**config.mk**
```make
export PLATFORM = sky130hd
export DESIGN_NAME = sram_1rw_req_adapter
export DESIGN_NICKNAME = d
export VERILOG_FILES = /design/src/rtl/sram_1rw_req_adapter.sv
export SDC_FILE = /design/constraint.sdc
export NUM_CORES = 1
export LEC_CHECK = 0
export CORE_ASPECT_RATIO = 2
export CORE_MARGIN = 1
export CORE_UTILIZATION = 30
export DETAILED_ROUTE_END_ITERATION = 12
export PLACE_DENSITY = 0.71
export SLEW_MARGIN = 20
export SYNTH_ARGS = -nofsm -noshare
export SYNTH_HDL_FRONTEND = slang
export SYNTH_SLANG_ARGS = --single-unit
```
**constraint.sdc**
```tcl
create_clock -name clk -period 1.6 [get_ports clk]
set_clock_uncertainty 0.15 [all_clocks]
set_input_delay 0.16 -clock clk [delete_from_list [all_inputs] [get_ports clk]]
set_output_delay 0.16 -clock clk [all_outputs]
set_load 0.01 [all_outputs]
```
**src/rtl/sram_1rw_req_adapter.sv**
```systemverilog
// sram_1rw_req_adapter
//
// Request/response front end for a single-port synchronous-read SRAM
// (read data appears on sram_datar one cycle after ce). A valid/ready
// request stream is turned into SRAM strobes with zero latency. Read data is
// either handed straight to the response port (bypass) or captured into a
// small in-order buffer before the next ce overwrites the SRAM output.
//
// Optional feature macro: SRAM_1RW_REQ_ADAPTER_WRITE_ACK_EN
//   defined   : writes also take a credit and return an in-order response
//               with rsp_wr=1 and rsp_rdata=0 (rsp_wr port present)
//   undefined : writes are fire-and-forget, no rsp_wr port
//
// Ports:
//   clk, rst               clock, asynchronous active-high reset
//   req_valid/req_ready    request handshake
//   req_we/addr/wdata      request command, address, write data
//   rsp_valid/rsp_ready    response handshake
//   rsp_rdata              response data
//   rsp_wr                 response is a write ack (optional feature only)
//   sram_addr/ce/we/dataw  strobes to the SRAM macro
//   sram_datar             read data from the SRAM macro
//
// RSP_DEPTH must be >= 2; 2 sustains one read per cycle.

module sram_1rw_req_adapter #(
    parameter int DATA_WIDTH = 8,
    parameter int DATA_DEPTH = 1024,
    parameter int RSP_DEPTH  = 2,
    localparam int ADDR_WIDTH = $clog2(DATA_DEPTH)
) (
    input  logic                  clk,
    input  logic                  rst,
    input  logic                  req_valid,
    output logic                  req_ready,
    input  logic                  req_we,
    input  logic [ADDR_WIDTH-1:0] req_addr,
    input  logic [DATA_WIDTH-1:0] req_wdata,
    output logic                  rsp_valid,
    input  logic                  rsp_ready,
    output logic [DATA_WIDTH-1:0] rsp_rdata,
`ifdef SRAM_1RW_REQ_ADAPTER_WRITE_ACK_EN
    output logic                  rsp_wr,
`endif
    output logic [ADDR_WIDTH-1:0] sram_addr,
    output logic                  sram_ce,
    output logic                  sram_we,
    output logic [DATA_WIDTH-1:0] sram_dataw,
    input  logic [DATA_WIDTH-1:0] sram_datar
);

    localparam int CNT_W = $clog2(RSP_DEPTH + 1);
    localparam int PTR_W = $clog2(RSP_DEPTH);

    logic             inflight_q, inflight_d;
    logic [CNT_W-1:0] cnt_q, cnt_d;
    logic [PTR_W-1:0] head_q, head_d;
    logic [PTR_W-1:0] tail_q, tail_d;
    logic [DATA_WIDTH-1:0] buf_mem [RSP_DEPTH];

    logic                  fire;
    logic                  buf_empty;
    logic                  push;
    logic                  pop;
    logic [DATA_WIDTH-1:0] bypass_data;

`ifdef SRAM_1RW_REQ_ADAPTER_WRITE_ACK_EN
    logic inflight_wr_q, inflight_wr_d;
    logic buf_wr_mem [RSP_DEPTH];
`endif

    function automatic logic [PTR_W-1:0] ptr_inc(input logic [PTR_W-1:0] p);
        return (p == PTR_W'(RSP_DEPTH - 1)) ? '0 : p + 1'b1;
    endfunction

    // NOTE: every signal written in this block gets a default first, so no
    // path through the block can leave a value held and infer a latch.
    always_comb begin
        // Credit is derived from registered state only, so the upstream
        // can never form a combinational loop through valid -> ready.
        req_ready = (int'(cnt_q) + int'(inflight_q)) < RSP_DEPTH;
        fire      = req_valid & req_ready;

        sram_ce    = fire;
        sram_we    = fire & req_we;
        sram_addr  = req_addr;
        sram_dataw = req_wdata;

        buf_empty   = (cnt_q == '0);
        bypass_data = sram_datar;
`ifdef SRAM_1RW_REQ_ADAPTER_WRITE_ACK_EN
        // A write ack travels the read path but carries zero data.
        if (inflight_wr_q) bypass_data = '0;
        rsp_wr = buf_empty ? inflight_wr_q : buf_wr_mem[head_q];
        inflight_wr_d = fire & req_we;
        inflight_d    = fire;
`else
        inflight_d    = fire & ~req_we;
`endif

        rsp_valid = ~buf_empty | inflight_q;
        rsp_rdata = buf_empty ? bypass_data : buf_mem[head_q];

        // Older buffered entries drain first; the SRAM output is only
        // consumed directly when nothing is queued ahead of it. Otherwise it
        // must be captured now, since any ce this cycle replaces it.
        pop  = ~buf_empty & rsp_ready;
        push = inflight_q & ~(buf_empty & rsp_ready);

        head_d = pop  ? ptr_inc(head_q) : head_q;
        tail_d = push ? ptr_inc(tail_q) : tail_q;

        cnt_d = cnt_q;
        case ({push, pop})
            2'b10:   cnt_d = cnt_q + 1'b1;
            2'b01:   cnt_d = cnt_q - 1'b1;
            default: cnt_d = cnt_q;
        endcase
    end

    // NOTE: state flops use non-blocking assignments so every flop samples
    // the pre-edge value of the others regardless of statement order.
    always_ff @(posedge clk or posedge rst) begin
        if (rst) begin
            inflight_q <= 1'b0;
            cnt_q      <= '0;
            head_q     <= '0;
            tail_q     <= '0;
        end else begin
            inflight_q <= inflight_d;
            cnt_q      <= cnt_d;
            head_q     <= head_d;
            tail_q     <= tail_d;
        end
    end

`ifdef SRAM_1RW_REQ_ADAPTER_WRITE_ACK_EN
    always_ff @(posedge clk or posedge rst) begin
        if (rst) inflight_wr_q <= 1'b0;
        else     inflight_wr_q <= inflight_wr_d;
    end
`endif

    // NOTE: the buffer storage has no reset; an entry is only ever read
    // after it was written, and cnt_q/pointers alone define validity.
    always_ff @(posedge clk) begin
        if (push) begin
            buf_mem[tail_q] <= bypass_data;
`ifdef SRAM_1RW_REQ_ADAPTER_WRITE_ACK_EN
            buf_wr_mem[tail_q] <= inflight_wr_q;
`endif
        end
    end

    // The credit rule makes a push into a full buffer unreachable.
    a_no_overflow: assert property (@(posedge clk) disable iff (rst)
        !(push && cnt_q == CNT_W'(RSP_DEPTH)));

endmodule

```
* After elaboration in Yosys (flattened, before gate mapping)
Memory sizes are Yosys's and may differ from the RTL's.
Cells that the tools add are included.
** Storage, ports and cells
- Register bits after elaboration :: 5
- Memory bits (writable) :: 16
- Input bits :: 31
- Output and inout port bits :: 30
- Word-level logic and storage cells :: 31
- Memories kept :: 1
** Memory list
- buf_mem :: words 2, width 8, read ports 1, clocked after memory_dff 0, write ports 1, RTL line 59 : logic [DATA_WIDTH-1:0] buf_mem [RSP_DEPTH];
** Operators by class
- Add/sub/neg operators :: 5
- Order comparisons :: 1
- Eq/ne operators :: 2
- Muxes and demuxes :: 6
- Bitwise gates (word level) :: 10
- Reductions and logical operators :: 2
** Operators with widths (count)
- two-way mux 8 bit :: 1
- AND 1 bit :: 6
- two-way mux 1 bit :: 4
- case mux 2 bit (2 select lines) :: 1
- adder 2 x 1 -> 3 bit :: 1
- less-than comparator 3 x 2 -> 1 bit, second input constant :: 1
- inverter 1 bit :: 3
- adder 1 bit, second input constant :: 2
- adder 2 x 1 -> 2 bit, second input constant :: 1
- == test 2 x 1 -> 1 bit, second input constant :: 1
- == test 2 bit, second input constant :: 1
- zero test 2 bit :: 1
- nonzero test 2 bit :: 1
- subtractor 2 x 1 -> 2 bit, second input constant :: 1
- bitwise OR 1 bit :: 1

* Logic depth before layout (Yosys ltp)
Gate-level depths: netlist of run 1.
- Word-level depth :: 6
- Gate-level depth with buffers :: 7
- Depth with buffers taken out :: 6

* Worst setup path before layout of run 1
No wires, ideal clock.
- Kind :: reg-to-reg
- Start :: register cnt_q[0]
- End :: register cnt_q[1]
- Setup time :: 0.079 ns
- Data arrival time :: 1.476 ns
- Required time :: 1.371 ns
- Slack :: -0.105 ns
- Stages on the path, launching flop included :: 7
- Path buffers :: 1
- Period minus slack after synthesis :: 1.705 ns
- Path through :: dfrtp_1 > or2_1 > buf_6 > and2_4 > ha_1 > nor2_1 > xor2_1
** On the way
- Elaborated cells between the ends (all ways) :: 12
- Classes of those cells :: add/sub: 2; eq/ne: 2; mux: 1; bitwise: 5; reduce/logical: 2
** RTL lines
- start, declared :: RTL line 56 : logic [CNT_W-1:0] cnt_q, cnt_d;
- start signal, assigned :: RTL line 131 : cnt_q <= cnt_d;
- zero test 2 bit * :: RTL line 89 : buf_empty = (cnt_q == '0);
- inverter 1 bit * :: RTL line 107 : pop = ~buf_empty & rsp_ready;
- AND 1 bit * :: RTL line 107
- via pop :: RTL line 64 : logic pop;
- == test 2 x 1 -> 1 bit or == test 2 bit (tied branches) :: RTL line 114 : case ({push, pop})
- case mux 2 bit (2 select lines) or nonzero test 2 bit (tied branches)
Mark *: on every way through the listed nets, which the timed path passes. The rest lies on a longest branch.
A chain may end at the register's enable or synchronous reset.

* Worst setup path in the final report of run 1
Same ends and word-level chain as after synthesis.

==> impl_metrics.tcl, run 1 <==
set metrics [dict create \
    drt_first_iter_violations 27 \
    detail_route_antenna_nets 0 \
    critical_path.cell_chain "or2_4 > buf_8 > and2_4 > ha_4 > xnor2_2 > nor2_2 > xor2_1" \
    ir_drop_mv 0.901 \
    detailroute.via_count 698 \
    powerDensity_nw_per_um2 1650 \
    worstHoldPathType "input port to primary output" \
    clock_sink_count 21 \
    drv.max_cap_violation_count 0 \
    synthToLayoutAreaGrowth_pct 41.4 \
    grt_first_pass_wirelength_um 2990 \
    synth_enable_flop_cells 16 \
    timing.final.setup_violations 13 \
    clkSlewWorstSetupHoldPaths_ns 0.07 \
    die_width_um 44.0 \
    grt_max_degree 13 \
    worst_setup_slack_after_placement_ns -0.327 \
    h-tree-depth 1 \
    postSynthCellCount 87 \
    worst_slew_margin_rel 0.814 \
    slowest_stage "sky130_fd_sc_hd__dfrtp_1" \
    final_max_slew_viol_count 0 \
    postLayoutSetupSlackWorst_ns -0.144 \
    rsz_0062_raised_after_global_routing "yes" \
    cts-buffers-inserted 3 \
    total_power_mw 2.47 \
    hold_viol 0 \
    status "finished, violations left" \
    timing_worst_setup_path_type "flop to flop" \
    power.leakage_nw 0.621 \
    postSynthRegisterBits 21 \
    dominantRegCellSynth "sky130_fd_sc_hd__edfxtp_1" \
    design.portCount 61 \
    cp.required_ns 1.60 \
    tritoncts "yes" \
    synth_cell_type_count 19 \
    maximum_buffer_depth_of_the_clock_tree 2 \
    wl_per_instance_um 14.0 \
    drive_gt1_frac 0.496 \
    crit_path_end_kind "flop" \
    vias_in_the_first_global_route 703 \
    chipHeight_um 86.1 \
    asyncSetResetFlopFracSynth 0.238 \
    yosys.area.top_type_share 0.453 \
    synth_area_per_cell_um2 12.2 \
    numPortBuffers 24 \
    clk_root_buffer_cell "sky130_fd_sc_hd__clkbuf_8" \
    final_global_route_overflow_total 0 \
    crit_fanout 6 \
    clk-insertion-delay-late_ns 0.26 \
    clock.fmax_mhz 574 \
    core_region_area_um2 3380 \
    placer_congestion 0.676 \
    synthMostInstantiatedCell "sky130_fd_sc_hd__buf_4" \
    dpl.hpwl_um 1390 \
    synth_largest_area_cell "sky130_fd_sc_hd__edfxtp_1" \
    yosysSeqAreaShare 0.571 \
    synth-warning-count 0 \
    period_needed_ns 1.74 \
    detailedRoute.firstPassIterationCount 9 \
    routed_via_density 4.68 \
    drt_drc_violations_left 7 \
    design.final.nets 150 \
    netlist_area_um2 1060 \
    critical_path_arrival_ns 1.74 \
    synth.area.top_cells "sky130_fd_sc_hd__edfxtp_1, sky130_fd_sc_hd__buf_4, sky130_fd_sc_hd__dfrtp_1" \
    core.rowCount 30 \
    diodes 0 \
    syn-num-nets 119 \
    postRouteWirelength_um 2080 \
    crit_path_max_incr_delay_ns 0.39 \
    floorplan.die_area_um2 3790 \
    critPathLaunchType "flop" \
    violations "DRC, setup timing" \
    grt_antenna_before_repair 0 \
    gr_util_all_layers 0.109 \
    timing.final.crit_share 1.09 \
    worst_margin_pin_slew_ns 0.279 \
    floorplan.initialDensity 0.314 \
    synth.top_cells.by_count "sky130_fd_sc_hd__buf_4, sky130_fd_sc_hd__edfxtp_1, sky130_fd_sc_hd__nor2_1" \
]
## placed cells by master (no fill, tap or decap)
cell type | Yosys | layout
sky130_fd_sc_hd__and2_4 | 1 | 1
sky130_fd_sc_hd__buf_2 | 0 | 11
sky130_fd_sc_hd__xor2_1 | 2 | 2
sky130_fd_sc_hd__clkdlybuf4s50_1 | 0 | 12
sky130_fd_sc_hd__mux2i_1 | 8 | 8
sky130_fd_sc_hd__or2_4 | 0 | 1
sky130_fd_sc_hd__nor2_4 | 0 | 4
sky130_fd_sc_hd__a21oi_1 | 9 | 4
sky130_fd_sc_hd__buf_12 | 0 | 1
sky130_fd_sc_hd__and2_1 | 1 | 1
sky130_fd_sc_hd__clkinv_2 | 0 | 1
sky130_fd_sc_hd__dfrtp_1 | 5 | 5
sky130_fd_sc_hd__buf_4 | 19 | 16
sky130_fd_sc_hd__nor2b_1 | 1 | 1
sky130_fd_sc_hd__nor2_1 | 11 | 3
sky130_fd_sc_hd__a211oi_4 | 0 | 1
sky130_fd_sc_hd__or3_1 | 1 | 1
sky130_fd_sc_hd__edfxtp_1 | 16 | 16
sky130_fd_sc_hd__inv_1 | 4 | 4
sky130_fd_sc_hd__dlygate4sd3_1 | 0 | 1
sky130_fd_sc_hd__o21ai_4 | 1 | 1
sky130_fd_sc_hd__clkbuf_8 | 0 | 3
sky130_fd_sc_hd__xnor2_2 | 0 | 2
sky130_fd_sc_hd__a21oi_2 | 0 | 5
sky130_fd_sc_hd__ha_4 | 0 | 1
sky130_fd_sc_hd__nor2_2 | 0 | 4
sky130_fd_sc_hd__xnor2_1 | 3 | 1
sky130_fd_sc_hd__buf_6 | 1 | 4
sky130_fd_sc_hd__clkbuf_16 | 0 | 1
sky130_fd_sc_hd__buf_8 | 0 | 1
## logic make-up (layout without fill, tap and decap cells)
logic type,Yosys count,in the layout,synth area share
buffers and inverters,25,55,0.164
flip-flops,21,21,0.571
adder cells (fa/ha/maj),1,1,0.0118
AND/OR/NAND/NOR,16,16,0.0709
multiplexers,8,8,0.0756
XOR/XNOR,5,5,0.0413
AO/OA/AOI/OAI,11,11,0.0649
## final timing paths
kind / depth (start not counted) / to / start / slack [ns]
min in group asynchronous: 3 / tail_q / rst / 0.51
min reg2reg: 1 / tail_q / tail_q / 0.42
min: 0 / sram_addr[4] / req_addr[4] / 0.17
max: 7 / cnt_q[1] / cnt_q[0] / -0.14
max reg2reg: 7 / cnt_q[1] / cnt_q[0] / -0.14
max in group asynchronous: 3 / head_q / rst / 0.60
## routing by layer
metal / track usage / wire, um / share of wire
met1: 0.0984 / 657 / 0.32
met2: 0.198 / 1290 / 0.62
met3: 0.0168 / 116 / 0.056
met4: 0.0854 / 18 / 0.0086
met5: 0 / 0 / 0
## flip-flops by register name, summed over array words and instances (netlist names)
signal,flops
buf_mem,16
cnt_q,2
head_q,1
inflight_q,1
tail_q,1
## critical path: cells and delay by family (launching register included)
kind	cells	cell delay [ns]
and+or+nand+nor	3	0.49
DFF	1	0.39
adders and majority gates	1	0.16
xor gates and xnor gates	2	0.30
buffers and inverters	1	0.14
## stage by stage
stage	TNS [ns]	util	instance area (um2)	hold WS [ns]	instances
final	-1.04	0.444	1500	0.170	149
after global routing	-2.01	0.444	1500	0.170	149
after CTS	-1.06	0.412	1390	0.170	148
after detailed placement	-3.17	0.393	1330	0.170	139
after global placement	-2.65	0.393	1330	0.170	139
after floorplan	-0.0998	-	1080	-0.211	87
## cell type report
type / count / area, um2
Tap cell: 32 / 40.0
Inverter: 4 / 15.0
Clock buffer: 3 / 41.3
Multi-Input combinational cell: 41 / 382
Clock inverter: 1 / 5.00
Sequential cell: 21 / 606
Timing Repair Buffer: 47 / 410
Fill cell: 320 / 1880
## report_power, final
part,internal [mW],total [mW],switching [mW]
combinational,0.724,1.38,0.658
sequential,0.694,0.750,0.0562
clock,0.173,0.340,0.167
## repair_timing
action	CTS	global route
cloned	0	1
buffers inserted	5	1
hold buffers	1	0
endpoints found under the hold margin	5	0
endpoints found under the setup margin	30	31
gates resized for setup	52	22
pin swaps	5	8
Note: power is estimated with default switching activity, not from simulation.
==> inputs of run 2 (changes only) <==
--- a/config.mk
+++ b/config.mk
@@ -6,10 +6,9 @@
 export NUM_CORES = 1
 export LEC_CHECK = 0
 export CORE_ASPECT_RATIO = 2
-export CORE_MARGIN = 1
-export CORE_UTILIZATION = 30
+export CORE_UTILIZATION = 34
 export DETAILED_ROUTE_END_ITERATION = 12
-export PLACE_DENSITY = 0.71
+export PLACE_DENSITY = 0.79
 export SLEW_MARGIN = 20
 export SYNTH_ARGS = -nofsm -noshare
 export SYNTH_HDL_FRONTEND = slang
==> run 2 against run 1 <==
Routed wire length grew 2.6%. Hold slack unchanged. Sequential power is 6.9% higher. Largest cell class unchanged. Count of clock-buffer cells in the layout increased by 1. The run ends with setup timing left. Setup slack better by 0.045 ns. Register-to-register slack improved by 0.04 ns. Final cell count decreased by 4.7%. First-iteration DRC count shrank 59%. Critical endpoint unchanged. Global-route usage is 2.3 points higher. Non-clock buffer count is 5 lower. Total power decreased by 2.5%.
==> impl_metrics.tcl, run 2 (synthesis gave the netlist of run 1 again) <==
set metrics [dict create \
    status "finished, violations left" \
    violations "setup timing" \
    hold_viol 0 \
    timing.final.crit_share 1.06 \
    floorplan.die_area_um2 3360 \
    chipHeight_um 81.0 \
    floorplan.initialDensity 0.360 \
    route.met3.wl_um 145 \
    tritoncts "yes" \
    power.leakage_nw 0.571 \
    dpl.hpwl_um 1460 \
    design.final.nets 145 \
    slowest_stage "sky130_fd_sc_hd__dfrtp_1" \
    clk-insertion-delay-late_ns 0.26 \
    design.portCount 61 \
    vias_in_the_first_global_route 797 \
    postRouteWirelength_um 2140 \
    final_max_slew_viol_count 0 \
    detailroute.via_count 695 \
    worst_slew_margin_rel 0.815 \
    r2r_slack_ns -0.1 \
    clock_sink_count 21 \
    period_needed_ns 1.70 \
    detailedRoute.firstPassIterationCount 4 \
    maxUsedRoutingLayer "met4" \
    whs_endpoint "sram_addr[1]" \
    crit_fanout 3 \
    critical_path.cell_chain "or2_4 > buf_6 > and2_4 > ha_4 > xnor2_2 > nor2_2 > xor2_1" \
    cts-buffers-inserted 3 \
    wl_per_instance_um 15.1 \
    diodes 0 \
    drv.max_cap_violation_count 0 \
    timing_worst_setup_path_type "flop to flop" \
    worst_r2r_path_depth 7 \
    core_region_area_um2 2940 \
    ir_drop_mv 1.15 \
    clk_root_buffer_cell "sky130_fd_sc_hd__clkbuf_8" \
    critical_path.top_delay_family "simple AND/OR/NAND/NOR gates" \
    worst_r2r_startpoint "cnt_q[1]" \
    placer_congestion 0.675 \
    finalSetupTns_ns -0.678 \
    h-tree-depth 1 \
    whs_path_depth 0 \
    postLayoutSetupSlackWorst_ns -0.0987 \
    detail_route_antenna_nets 0 \
    cp_num_buf_inv 1 \
    die_width_um 41.5 \
    maximum_buffer_depth_of_the_clock_tree 2 \
    layout.cells.most_common_list "sky130_fd_sc_hd__edfxtp_1, sky130_fd_sc_hd__clkdlybuf4s50_1, sky130_fd_sc_hd__buf_2, sky130_fd_sc_hd__buf_4, sky130_fd_sc_hd__mux2i_1" \
    grt_max_degree 12 \
    largestRegisters "buf_mem x16, cnt_q x2" \
    area_of_all_placed_cells_without_fillers_um2 1430 \
    top_register "buf_mem" \
    met2_length_um 1190 \
    clock.fmax_mhz 589 \
    drive_gt1_frac 0.509 \
    gr_util_all_layers 0.132 \
    utilization 0.487 \
    grt_first_pass_wirelength_um 3460 \
    crit_path_max_incr_delay_ns 0.38 \
    critical_path_arrival_ns 1.74 \
    cp.required_ns 1.64 \
    largest_register_ffs 16 \
    timing.final.setup_violations 11 \
    rsz_0062_raised_after_global_routing "yes" \
    drt_first_iter_violations 11 \
    hold_slack_ns 0.170 \
    worst_margin_pin_slew_ns 0.277 \
    final_global_route_overflow_total 0 \
    worstHoldPathType "input port to primary output" \
    total_power_mw 2.41 \
    rr_endpoint "cnt_q[1]" \
    crit_path_end_kind "flop" \
    dpl-instance-area_um2 1290 \
    clkSlewWorstSetupHoldPaths_ns 0.07 \
    synthToLayoutAreaGrowth_pct 35.3 \
    numPortBuffers 24 \
    core.rowCount 28 \
    layout_commonest_cell "sky130_fd_sc_hd__edfxtp_1" \
    routed_via_density 4.89 \
    powerDensity_nw_per_um2 1680 \
    route.layer.met1.wl_um 712 \
    hold_start "req_addr[1]" \
    critPathLaunchType "flop" \
    drt_drc_violations_left 0 \
    grt_antenna_before_repair 0 \
]
[run 2: power by group]
part           leakage [nW]  switching [mW]  internal, mW
Sequential            0.204           0.106         0.696
Combinational         0.344           0.613         0.656
Clock                0.0228           0.162         0.177
Total                 0.571           0.880          1.53
[run 2: final cells by class]
| class | instances | area [um2] |
|---|---|---|
| inverter | 4 | 15.0 |
| sequential | 21 | 607 |
| tap | 30 | 37.5 |
| clock buffer | 4 | 45.0 |
| multi-input combinational | 41 | 389 |
| fill | 273 | 1510 |
| timing repair buffer | 42 | 340 |
[run 2: worst max-delay path by stage]
stage,start,end,slack [ns],depth (start not counted)
after CTS,cnt_q[0],cnt_q[1],-0.09,7
after detailed placement,req_valid,sram_we,-0.43,5
final,cnt_q[1],cnt_q[1],-0.1,7
after floorplan,cnt_q[0],cnt_q[1],-0.1,7
after global routing,cnt_q[1],cnt_q[1],-0.19,7
after global placement,req_valid,sram_we,-0.32,5
[run 2: per-layer routing]
layer  up-vias  global-route usage
li1        326                   -
met1       324               0.122
met2        24               0.259
met3        21              0.0178
met4         0              0.0839
met5         -                   0
[run 2: timing repair]
item,4_1_cts,5_1_grt
endpoints found under the hold margin,5,0
setup buffers,1,3
setup endpoints to repair,14,28
hold buffers,1,0
resized for setup,64,14
pin swaps,8,8
[run 2: metrics by stage]
step / std cells / setup WS [ns]
after floorplan: 87 / -0.0998
after global placement: 133 / -0.321
after detailed placement: 133 / -0.427
after CTS: 139 / -0.0865
after global routing: 142 / -0.185
final: 142 / -0.0987
==> RTL change 1, RTL diff (config.mk and constraints of run 1) <==
Change the parameter `RSP_DEPTH` from 2 to 4. Comments in the files are not updated.
--- a/src/rtl/sram_1rw_req_adapter.sv
+++ b/src/rtl/sram_1rw_req_adapter.sv
@@ -27,5 +27,5 @@
     parameter int DATA_WIDTH = 8,
     parameter int DATA_DEPTH = 1024,
-    parameter int RSP_DEPTH  = 2,
+    parameter int RSP_DEPTH  = 4,
     localparam int ADDR_WIDTH = $clog2(DATA_DEPTH)
 ) (
Check against the original RTL: not equivalent (a bounded check fails within 4 cycles, from zero or initial values and one cycle with rst high).
==> RTL change 1 against run 1 <==
  * The flow finishes with violations (setup timing)
  * Critical path depth is 3 higher
  * Global-route usage grew 0.95 points
  * Wire length increased by 75%
  * Setup slack lost 350 ps
  * Power is 87% higher
  * Cell area rose by 74%
  * Area after synthesis rose by 78%
  * Clock power rose to 3.3 times the old value
  * Maximum frequency decreased by 17%
  * Sequential cell count up 19
==> RTL change 1: results (changes against run 1) <==
\begin{tabular}{lr}
\hline
Metric & Value \\
\hline
\multicolumn{2}{l}{\textbf{Timing}} \\
\quad Final worst-path setup slack & -494 ps (-350 ps) \\
\quad Final-report setup violation count & 46 (+33) \\
\quad Setup TNS & -7670 ps (-6630 ps) \\
\multicolumn{2}{l}{\textbf{Critical path}} \\
\quad Endpoint arrival time on the critical path & 2140 ps (+400 ps) \\
\quad Kind of cell with the highest combined delay on the critical path & adder cells \\
\quad Largest fanout on the critical path & 4 (-2) \\
\multicolumn{2}{l}{\textbf{Synth}} \\
\quad Post-synth EDFFs & 32 (+16) \\
\quad Fraction of registers with async set/reset & 0.200 (-0.0381) \\
\quad Unique masters post-synth & 21 (+2) \\
\quad Count of mapped cells out of synthesis & 114 (+31\%) \\
\quad Adder-cell area share of the yosys netlist & 0.0503 (+0.0385) \\
\quad Post-synthesis sequential area ratio & 0.614 (+0.0427) \\
\quad Synthesized-area fraction occupied by ao, oa, aoi and oai cells & 0.00927 (-0.0557) \\
\quad Area share of the largest cell type after synthesis & 0.508 (+0.0549) \\
\quad Cell types with the highest counts after synthesis & 32 x edfxtp\_1, 18 x buf\_4, 12 x mux2\_2 \\
\multicolumn{2}{l}{\textbf{Global routing}} \\
\quad Met2 usage & 0.234 (+0.0359) \\
\quad Number of global-route vias before repair & 1,190 (+69\%) \\
\quad Global-route track usage on met3 & 0.0350 (+0.0182) \\
\quad Global routing met1 resource utilization & 0.104 (+0.00594) \\
\multicolumn{2}{l}{\textbf{Clock network}} \\
\quad Num CTS Buffers & 5 (+2) \\
\quad Number of gates resized after cts & 57 (+9.6\%) \\
\quad H-tree depth & 2 (+1) \\
\quad Clock root buffer & clkbuf\_16 \\
\quad Count of buffers added by post-CTS timing repair for setup & 6 (+1) \\
\multicolumn{2}{l}{\textbf{Outcome}} \\
\quad Violations in the final reports & setup timing \\
\quad Status & complete, but fails checks \\
\multicolumn{2}{l}{\textbf{Routing}} \\
\quad Sum of met2 wire segment lengths after detailed routing & 2210 um (+72\%) \\
\quad Pre-Repair DR Iteration Count & 4 (-5) \\
\quad Met3 WL & 173 um (+49\%) \\
\quad Post-route DRC & 0 (-7) \\
\quad Total routed wire length on the met1 layer & 1180 um (+80\%) \\
\quad Total length of routed wires & 3650 um (+75\%) \\
\quad Number of violations reported at the end of detailed-routing iteration 0 & 30 (+11\%) \\
\multicolumn{2}{l}{\textbf{Layout}} \\
\quad Share of cells above drive strength 1 & 0.535 (+0.0393) \\
\quad Final-stage net count & 194 (+29\%) \\
\quad Post-Layout Cell Count & 241 (+62\%) \\
\multicolumn{2}{l}{\textbf{Power and ir drop}} \\
\quad Register share of total power & 0.310 (+0.007) \\
\quad Combinational power & 2.09 mW (+51\%) \\
\quad Switching power & 1.31 mW (+49\%) \\
\quad Worst vdd rail ir drop & 1.12 mV (+24\%) \\
\multicolumn{2}{l}{\textbf{Placed design}} \\
\quad Number of cells after detailed placement & 227 (+63\%) \\
\quad Placed cell area & 0.00234 sq mm (+77\%) \\
\hline
\end{tabular}
==> RTL change 1: final cells by class <==
cell class,count,area (sq um),share of cell area
Timing Repair Buffer,56,529,0.203
Clock inverter,3,42.5,0.0163
Clock buffer,5,125,0.0479
Sequential cell,40,1160,0.444
Multi-Input combinational cell,46,623,0.239
Inverter,7,26.3,0.0101
Tap cell,84,105,0.0402
==> RTL change 1: worst paths after layout <==
check / from / to / slack (ps) / depth (start not counted)
hold reg to reg: tail_q[1]$_DFFE_PP0P_ / tail_q[1]$_DFFE_PP0P_ / 420 / 1
min in group asynchronous: rst / inflight_q$_DFF_PP0_ / 550 / 3
hold / removal: req_addr[0] / sram_addr[0] / 170 / 0
setup reg to reg: cnt_q[1]$_DFFE_PP0P_ / cnt_q[2]$_DFFE_PP0P_ / -490 / 10
setup / recovery: cnt_q[1]$_DFFE_PP0P_ / cnt_q[2]$_DFFE_PP0P_ / -490 / 10
max in group asynchronous: rst / cnt_q[1]$_DFFE_PP0P_ / 500 / 3
==> RTL change 2, RTL diff (config.mk and constraints of run 1) <==
Without the edit above. Add a define of `SRAM_1RW_REQ_ADAPTER_WRITE_ACK_EN`.
--- a/src/rtl/sram_1rw_req_adapter.sv
+++ b/src/rtl/sram_1rw_req_adapter.sv
@@ -23,4 +23,6 @@
 //
 // RSP_DEPTH must be >= 2; 2 sustains one read per cycle.
+
+`define SRAM_1RW_REQ_ADAPTER_WRITE_ACK_EN
 
 module sram_1rw_req_adapter #(
Formal check against the unedited RTL (old outputs only; new: rsp_wr): not equivalent (a bounded check fails within 4 cycles, from zero or initial values and one cycle with rst high).
==> RTL change 2 against run 1 <==
  * The run ends with setup timing left
  * Power up 19%
  * Cell area up 11%
  * Highest routed layer unchanged
  * Critical path depth unchanged
  * Combinational power up 17%
  * Area after synthesis up 13%
  * Sequential cell count up 3
  * Critical path type unchanged
  * Largest power group unchanged
  * Setup slack worse by 36 ps
  * Wire length up 19%
==> RTL change 2: results (changes against run 1) <==
\begin{tabular}{lr}
\hline
Metric & Value \\
\hline
\multicolumn{2}{l}{\textbf{Outcome}} \\
\quad Status & complete, but fails checks \\
\quad Violations in the final reports & setup timing \\
\multicolumn{2}{l}{\textbf{Routing}} \\
\quad Pre-Repair DR Iteration Count & 3 (-6) \\
\quad Post-detailed-route wirelength per cell & 13.9 um (-0.42\%) \\
\quad Number of violations reported at the end of detailed-routing iteration 0 & 6 (-78\%) \\
\quad Total routed wire length on the met1 layer & 754 um (+15\%) \\
\quad Met3 WL & 135 um (+16\%) \\
\multicolumn{2}{l}{\textbf{Placed design}} \\
\quad Placed cell area & 0.00148 sq mm (+11\%) \\
\quad HPWL after detailed placement & 1620 um (+16\%) \\
\quad Worst Setup Slack post-DPL & -307 ps (+19.8 ps) \\
\quad Number of I/O port buffers & 25 (+4.2\%) \\
\multicolumn{2}{l}{\textbf{Global routing}} \\
\quad All-layer global routing usage & 0.126 (+0.0169) \\
\quad Number of global-route vias before repair & 835 (+19\%) \\
\quad Global routing met1 resource utilization & 0.113 (+0.0148) \\
\quad Global-route track usage on met3 & 0.0219 (+0.00503) \\
\quad Wire length of the first global-routing pass & 3790 um (+27\%) \\
\multicolumn{2}{l}{\textbf{Synth}} \\
\quad Cell types with the highest counts after synthesis & 18 x buf\_4, 18 x edfxtp\_1, 12 x nor2\_1 \\
\quad Synth Net Count & 131 (+10\%) \\
\quad Post-synth EDFFs & 18 (+2) \\
\quad Area contributors post-synth & edfxtp\_1 45\%, dfrtp\_1 13\%, buf\_4 11\% \\
\quad Fraction of registers with async set/reset & 0.250 (+0.0119) \\
\quad Post-synthesis sequential area ratio & 0.575 (+0.00357) \\
\multicolumn{2}{l}{\textbf{Timing}} \\
\quad Worst slew margin & 0.690 (-0.124) \\
\quad Final worst-path setup slack & -180 ps (-36.1 ps) \\
\quad Final-report setup violation count & 23 (+10) \\
\multicolumn{2}{l}{\textbf{Critical path}} \\
\quad Maximum cell stage delay along the critical path & 440 ps (+50 ps) \\
\quad Largest fanout on the critical path & 5 (-1) \\
\quad Endpoint arrival time on the critical path & 1780 ps (+40 ps) \\
\multicolumn{2}{l}{\textbf{Layout}} \\
\quad Largest registers in the final layout & buf\_mem x16, buf\_wr\_mem x2, cnt\_q x2 \\
\quad Share of cells above drive strength 1 & 0.465 (-0.0312) \\
\quad Filler cell count in the final layout & 381 (+19\%) \\
\quad Final-stage net count & 161 (+7.3\%) \\
\multicolumn{2}{l}{\textbf{Power and ir drop}} \\
\quad Total leakage power & 0.655 nW (+5.4\%) \\
\quad Internal power of the cells & 1.89 mW (+18\%) \\
\multicolumn{2}{l}{\textbf{Worst hold path}} \\
\quad HP Start & req\_wdata[1] \\
\multicolumn{2}{l}{\textbf{Clock network}} \\
\quad Number of gates resized after cts & 54 (+3.8\%) \\
\quad Count of buffers added by post-CTS timing repair for setup & 0 (-5) \\
\hline
\end{tabular}
[RTL change 2: power by group through the flow]
stage / logic [mW] / registers (mW) / clock network, mW
5_1_grt: 1.74 / 1.00 / 0.373
3_5_place_dp: 1.44 / 0.954 / 0
3_3_place_gp: 1.40 / 0.943 / 0
2_1_floorplan: 0.815 / 0.938 / 0
4_1_cts: 1.42 / 0.975 / 0.351
6_report: 1.61 / 0.988 / 0.340
[RTL change 2: final cells by class]
cell class | instances | area share
inverter | 3 | 0.00680
multi-input combinational | 53 | 0.279
timing repair buffer | 44 | 0.233
clock buffer | 3 | 0.0249
tap | 51 | 0.0385
sequential | 24 | 0.418
[RTL change 2: cells by family (layout without fill, tap and decap cells)]
family                     after synthesis  after routing  synth area share
AOI/OAI and AO/OA                       11             11            0.0490
xor gates and xnor gates                 5              5            0.0365
adders and majority gates                1              1            0.0104
buffers and inverters                   24             50             0.145
DFF                                     24             24             0.575
muxes                                    9              9            0.0750
and+or+nand+nor                         25             27             0.109
[RTL change 2: path summary, 6_finish.rpt]
check	endpoint	slack [ps]	depth (start not counted)
worst max-delay path	cnt_q[1]$_DFFE_PP0P_	-180	7
worst min-delay path	sram_dataw[1]	170	0
worst max register to register	cnt_q[1]$_DFFE_PP0P_	-180	7
worst min register to register	tail_q$_DFFE_PP0P_	430	1
max in group asynchronous	inflight_wr_q$_DFF_PP0_	580	3
min in group asynchronous	head_q$_DFFE_PP0P_	520	3
[RTL change 2: through the flow]
stage,TNS [ps],utilization,cells
6_report,-1640,0.431,178
5_1_grt,-3900,0.431,178
4_1_cts,-1600,0.406,173
3_5_place_dp,-7590,0.384,167
3_3_place_gp,-6740,0.384,167
2_1_floorplan,-111,-,99
